===== src/rtl/bp_pht_ctrl.sv =====
// bp_pht_ctrl: pattern history table of 2-bit counters with lookup-priority port and queued EX updates.
// Optional BP_GSHARE_EN folds a global history register into the table index.
module bp_pht_ctrl #(
  parameter int IDX_W = 6,
  parameter int QDEPTH = 4,
  parameter logic [1:0] INIT_STATE = 2'b01,
  parameter int GHR_W = 6
) (
  input  logic                        clk,
  input  logic                        rst,
  input  logic                        lk_valid,
  input  logic [31:0]                 lk_pc,
  output logic                        lk_pred_valid,
  output logic                        lk_pred,
  input  logic                        up_valid,
  input  logic [31:0]                 up_pc,
  input  logic                        up_taken,
  output logic                        up_ready,
  input  logic                        flush,
  output logic                        busy,
  output logic [$clog2(QDEPTH):0]     q_count
);
  localparam int CW = $clog2(QDEPTH) + 1;
  localparam int PW = $clog2(QDEPTH);
  localparam int N = 2 ** IDX_W;
  typedef enum logic {S_INIT, S_RUN} state_t;
  state_t state, state_nxt;
  logic [IDX_W-1:0] sweep_idx, lk_idx, up_idx, pop_idx;
  logic [1:0] pht [N];
  logic [IDX_W:0] q [QDEPTH];
  logic [PW-1:0] head, tail;
  logic push, pop;
  logic [1:0] cur, upd;
  logic unused;
`ifdef BP_GSHARE_EN
  logic [GHR_W-1:0] ghr;
  assign lk_idx = lk_pc[IDX_W+1:2] ^ ghr[IDX_W-1:0];
  assign up_idx = up_pc[IDX_W+1:2] ^ ghr[IDX_W-1:0];
  always_ff @(posedge clk or negedge rst)
    if (!rst) ghr <= '0;
    else if (flush) ghr <= '0;
    else if (push) ghr <= {ghr[GHR_W-2:0], up_taken};
`else
  assign lk_idx = lk_pc[IDX_W+1:2];
  assign up_idx = up_pc[IDX_W+1:2];
`endif
  assign unused = ^{lk_pc[31:IDX_W+2], lk_pc[1:0], up_pc[31:IDX_W+2], up_pc[1:0], GHR_W >= IDX_W};
  assign busy = state == S_INIT;
  assign up_ready = !busy && q_count != CW'(QDEPTH);
  assign push = up_valid && up_ready;
  // Lookups own the table port, so the queue drains only on idle cycles.
  assign pop = !busy && q_count != '0 && !lk_valid && !flush;
  assign pop_idx = q[head][IDX_W:1];
  assign cur = pht[pop_idx];
  assign upd = q[head][0] ? (cur == 2'b11 ? cur : cur + 2'b01) : (cur == 2'b00 ? cur : cur - 2'b01);
  always_comb begin
    state_nxt = state;
    if (flush) state_nxt = S_INIT;
    else if (busy && sweep_idx == IDX_W'(N - 1)) state_nxt = S_RUN;
  end
  always_ff @(posedge clk)
    if (busy) pht[sweep_idx] <= INIT_STATE;
    else if (pop) pht[pop_idx] <= upd;
  always_ff @(posedge clk)
    if (push) q[tail] <= {up_idx, up_taken};
  always_ff @(posedge clk or negedge rst)
    if (!rst) begin
      state <= S_INIT;
      sweep_idx <= '0;
      head <= '0;
      tail <= '0;
      q_count <= '0;
      lk_pred_valid <= 1'b0;
      lk_pred <= 1'b0;
    end else begin
      state <= state_nxt;
      sweep_idx <= flush ? '0 : busy ? sweep_idx + 1'b1 : sweep_idx;
      lk_pred_valid <= lk_valid;
      lk_pred <= lk_valid && !busy && pht[lk_idx][1];
      if (flush) begin
        head <= '0;
        tail <= '0;
        q_count <= '0;
      end else begin
        if (push) tail <= tail + 1'b1;
        if (pop) head <= head + 1'b1;
        q_count <= q_count + CW'(push) - CW'(pop);
      end
    end
endmodule

===== config.mk =====
export PLATFORM = sky130hd
export DESIGN_NAME = bp_pht_ctrl
export DESIGN_NICKNAME = d
export VERILOG_FILES = /design/src/rtl/bp_pht_ctrl.sv
export SDC_FILE = /design/constraint.sdc
export NUM_CORES = 1
export LEC_CHECK = 0
export CAP_MARGIN = 20
export CORE_UTILIZATION = 41
export DETAILED_ROUTE_END_ITERATION = 7
export PLACE_DENSITY = 0.57
export SLEW_MARGIN = 10
export SYNTH_ARGS = -nofsm -noshare
export SYNTH_HDL_FRONTEND = slang
export SYNTH_SLANG_ARGS = --single-unit

===== constraint.sdc =====
create_clock -name clk -period 9.4 [get_ports clk]
set_input_delay 1.41 -clock clk [delete_from_list [all_inputs] [get_ports clk]]
set_output_delay 1.41 -clock clk [all_outputs]
set_load 0.02 [all_outputs]

==> impl_metrics.env <==
export IMPL_status="complete, no violations"
export IMPL_holdBufCountCts=0
export IMPL_cts_root_buf="clkbuf_16"
export IMPL_max_freq_mhz=216
export IMPL_cts_sinks=172
export IMPL_arrival_ns=4.74
export IMPL_die_area_um2=20200
export IMPL_synthTopCellsByArea="edfxtp_1, mux2i_1, mux4_2"
export IMPL_cp_cell_sequence="clkdlybuf4s50_1 > nor4_4 > mux2i_1 > or3b_2 > nor2_1"
export IMPL_num_rows=50
export IMPL_layout_drive_gt1_share_pct=12.7
export IMPL_rrSetupSlack_ns=5.15
export IMPL_timing_rr_end="pht[55][1]$_DFFE_PP_"
export IMPL_cap_violations=0
export IMPL_critPathKind="primary input to flop"
export IMPL_p_leak_nw=3.26
export IMPL_critical_path_top_delay_family="simple AND/OR/NAND/NOR gates"
export IMPL_dr_pass1_iters=5
export IMPL_post_cts_buffers=0
export IMPL_fin_cells=828
export IMPL_synth_edf_count=156
export IMPL_critPathRequiredTime_ns=9.51
export IMPL_finalSetupTns_ns=0
export IMPL_drc=0
export IMPL_ys_ff_latch=172
export IMPL_crit_slowest_cell="nor4_4"
export IMPL_power_density_nw_per_um2=171
export IMPL_vias_per_cell=5.52
export IMPL_vdd_drop_max_mv=0.123
export IMPL_synth_top_area_share_pct=58.1
export IMPL_vias=4574
export IMPL_synth_ff_type="edfxtp_1"
export IMPL_track_usage_pct=19.2
export IMPL_clock_latency_ns=0.43
export IMPL_yosysWarnings=0
export IMPL_final_cell_mix="edfxtp_1, nor2_1, mux2i_1"
export IMPL_antenna_found_initial=0
export IMPL_hold_viol_final=0
export IMPL_start_kind="primary input"
export IMPL_grt_pass1_vias=4673
export IMPL_total_power_mw=1.57
export IMPL_die_x_um=142
export IMPL_min_from="sweep_idx[5]$_DFFE_PN0P_"
export IMPL_critPathCaptureType="flop"
export IMPL_path_clk_slew_ns=0.06
export IMPL_nNetsFinal=632
export IMPL_relSlewSlack_pct=29.2
export IMPL_fin_hold_ws_ns=0.578
export IMPL_critPathMaxStageDelay_ns=1.01
export IMPL_ys_seq_area_share_pct=63.1
export IMPL_portBuffers=24
export IMPL_rsz0062_at_grt="no"
export IMPL_die_h_um=142
export IMPL_skew_ns=0.00594
export IMPL_grt_pass1_wl_mm=27.9
export IMPL_max_slew_worst_pin_slew_ns=1.06
export IMPL_cts_buffer_depth=2
export IMPL_cp_max_fo=19
export IMPL_final_common_cell="edfxtp_1"
export IMPL_avgRoutedWirePerCell_um=21.7
export IMPL_avgSynthCellArea_um2=15.2
export IMPL_grt_overflow_total=0
export IMPL_syn_to_final_growth_pct=13.3
export IMPL_min_period_ns=4.63
export IMPL_numCtsBuffers=17
export IMPL_hp_class="flop to flop"
export IMPL_wl_mm=17.9
export IMPL_core_um2=19000
export IMPL_worstHoldEndpoint="sweep_idx[5]$_DFFE_PN0P_"
export IMPL_pin_count=77
export IMPL_grt_max_degree=54
export IMPL_start_util_pct=42.4
export IMPL_cts_max_level=4
export IMPL_fin_ws_ns=4.77
export IMPL_post_route_period_util_pct=49.2
export IMPL_synthArstFlopShare_pct=9.30
export IMPL_reg2reg_depth=10
export IMPL_antenna_cells=0
export IMPL_syn_nets=609
export IMPL_synthesis_area_um2=8060
export IMPL_maxSlewViolCount=0
export IMPL_post_place_ws_ns=4.39
export IMPL_cts_resized=0
export IMPL_cts_tree="yes"
export IMPL_synth_top_area_cell="edfxtp_1"
export IMPL_r2r_start="head[0]$_DFFE_PN0P_"
export IMPL_cp_num_buf_inv=1
export IMPL_drt_iter0_drc=362
export IMPL_synth_distinct_cells=46
export IMPL_hold_path_depth=2
export IMPL_dp_cells=795
export IMPL_setup_violations=0
export IMPL_detail_route_antenna_nets=0
export IMPL_gp_congestion=0.775
export IMPL_hpwl_mm=11.9
export IMPL_synthCells=532
worst max path at each step:
stage / startpoint / end / slack (ns) / cells after the start
after floorplan: flush / pht[0][1]$_DFFE_PP_ / 4.44 / 5
after global placement: flush / pht[44][1]$_DFFE_PP_ / 4.42 / 5
after detailed placement: flush / pht[44][1]$_DFFE_PP_ / 4.39 / 5
after CTS: head[0]$_DFFE_PN0P_ / pht[33][0]$_DFFE_PP_ / 4.61 / 7
after global routing: flush / pht[10][1]$_DFFE_PP_ / 4.60 / 5
final: flush / pht[44][0]$_DFFE_PP_ / 4.77 / 5
per-stage QoR:
step | cell area (um^2) | util, %
finish | 9140 | 48.0
global route | 9140 | 48.0
CTS | 9130 | 48.0
floorplan | 8060 | -
detailed placement | 8550 | 45.0
global placement | 8550 | 45.0
cells in the mapped netlist, types with 2 or more instances:
master,count
a21o_1,2
a21oi_1,8
a221oi_1,3
a22oi_1,4
and3_1,6
buf_2,7
buf_4,2
buf_6,3
clkbuf_1,13
clkinv_1,2
dfrtp_1,16
edfxtp_1,156
ha_1,6
inv_1,7
mux2_2,2
mux2i_1,84
mux4_1,8
mux4_2,29
nand2_1,22
nand2b_1,2
nand3_1,10
nand4_1,4
nor2_1,90
nor2b_1,3
nor3_1,4
o21a_1,2
o21ai_0,7
o31a_1,2
or3_1,3
xnor2_1,5
xor2_1,5
flip-flops by register name, indices dropped and copies added (netlist names):
register and flops:
lk_pred_valid 1, q_count 3, tail 2, sweep_idx 6, head 2, state 1, pht 128, q 28
lk_pred 1
logic make-up after synthesis:
kind of cell               after synthesis  share of synthesized area, %
DFF                                    172                          63.1
muxes                                  123                          21.4
AOI/OAI and AO/OA                       35                          3.00
xor gates and xnor gates                10                          1.09
buffers and inverters                   35                          2.11
adders and majority gates                7                          1.18
and+or+nand+nor                        150                          8.13
layer usage:
metal	wire [um]	track usage (%)	vias up
met5	0	0	-
met4	375	7.81	0
met3	847	3.43	23
met2	8810	30.6	121
met1	7910	26.1	2327
li1	-	-	2103
worst min-delay path, cell delays in order (launching register included):
cell     delay (ns)
dfrtp_1        0.39
o21ai_0        0.08
a21oi_1        0.06
final cells by class:
type	count	area [um^2]
clock buffer	19	433
clock inverter	13	141
fill	1670	9880
inverter	9	33.8
multi-input combinational	325	2830
sequential	172	5080
tap	260	325
timing repair buffer	30	289
report_power, final:
group | switching, mW | internal (mW)
logic | 0.0305 | 0.0212
clock network | 0.290 | 0.393
registers | 0.00289 | 0.828
total | 0.324 | 1.24
No activity file was read; power rests on OpenSTA's default activity.
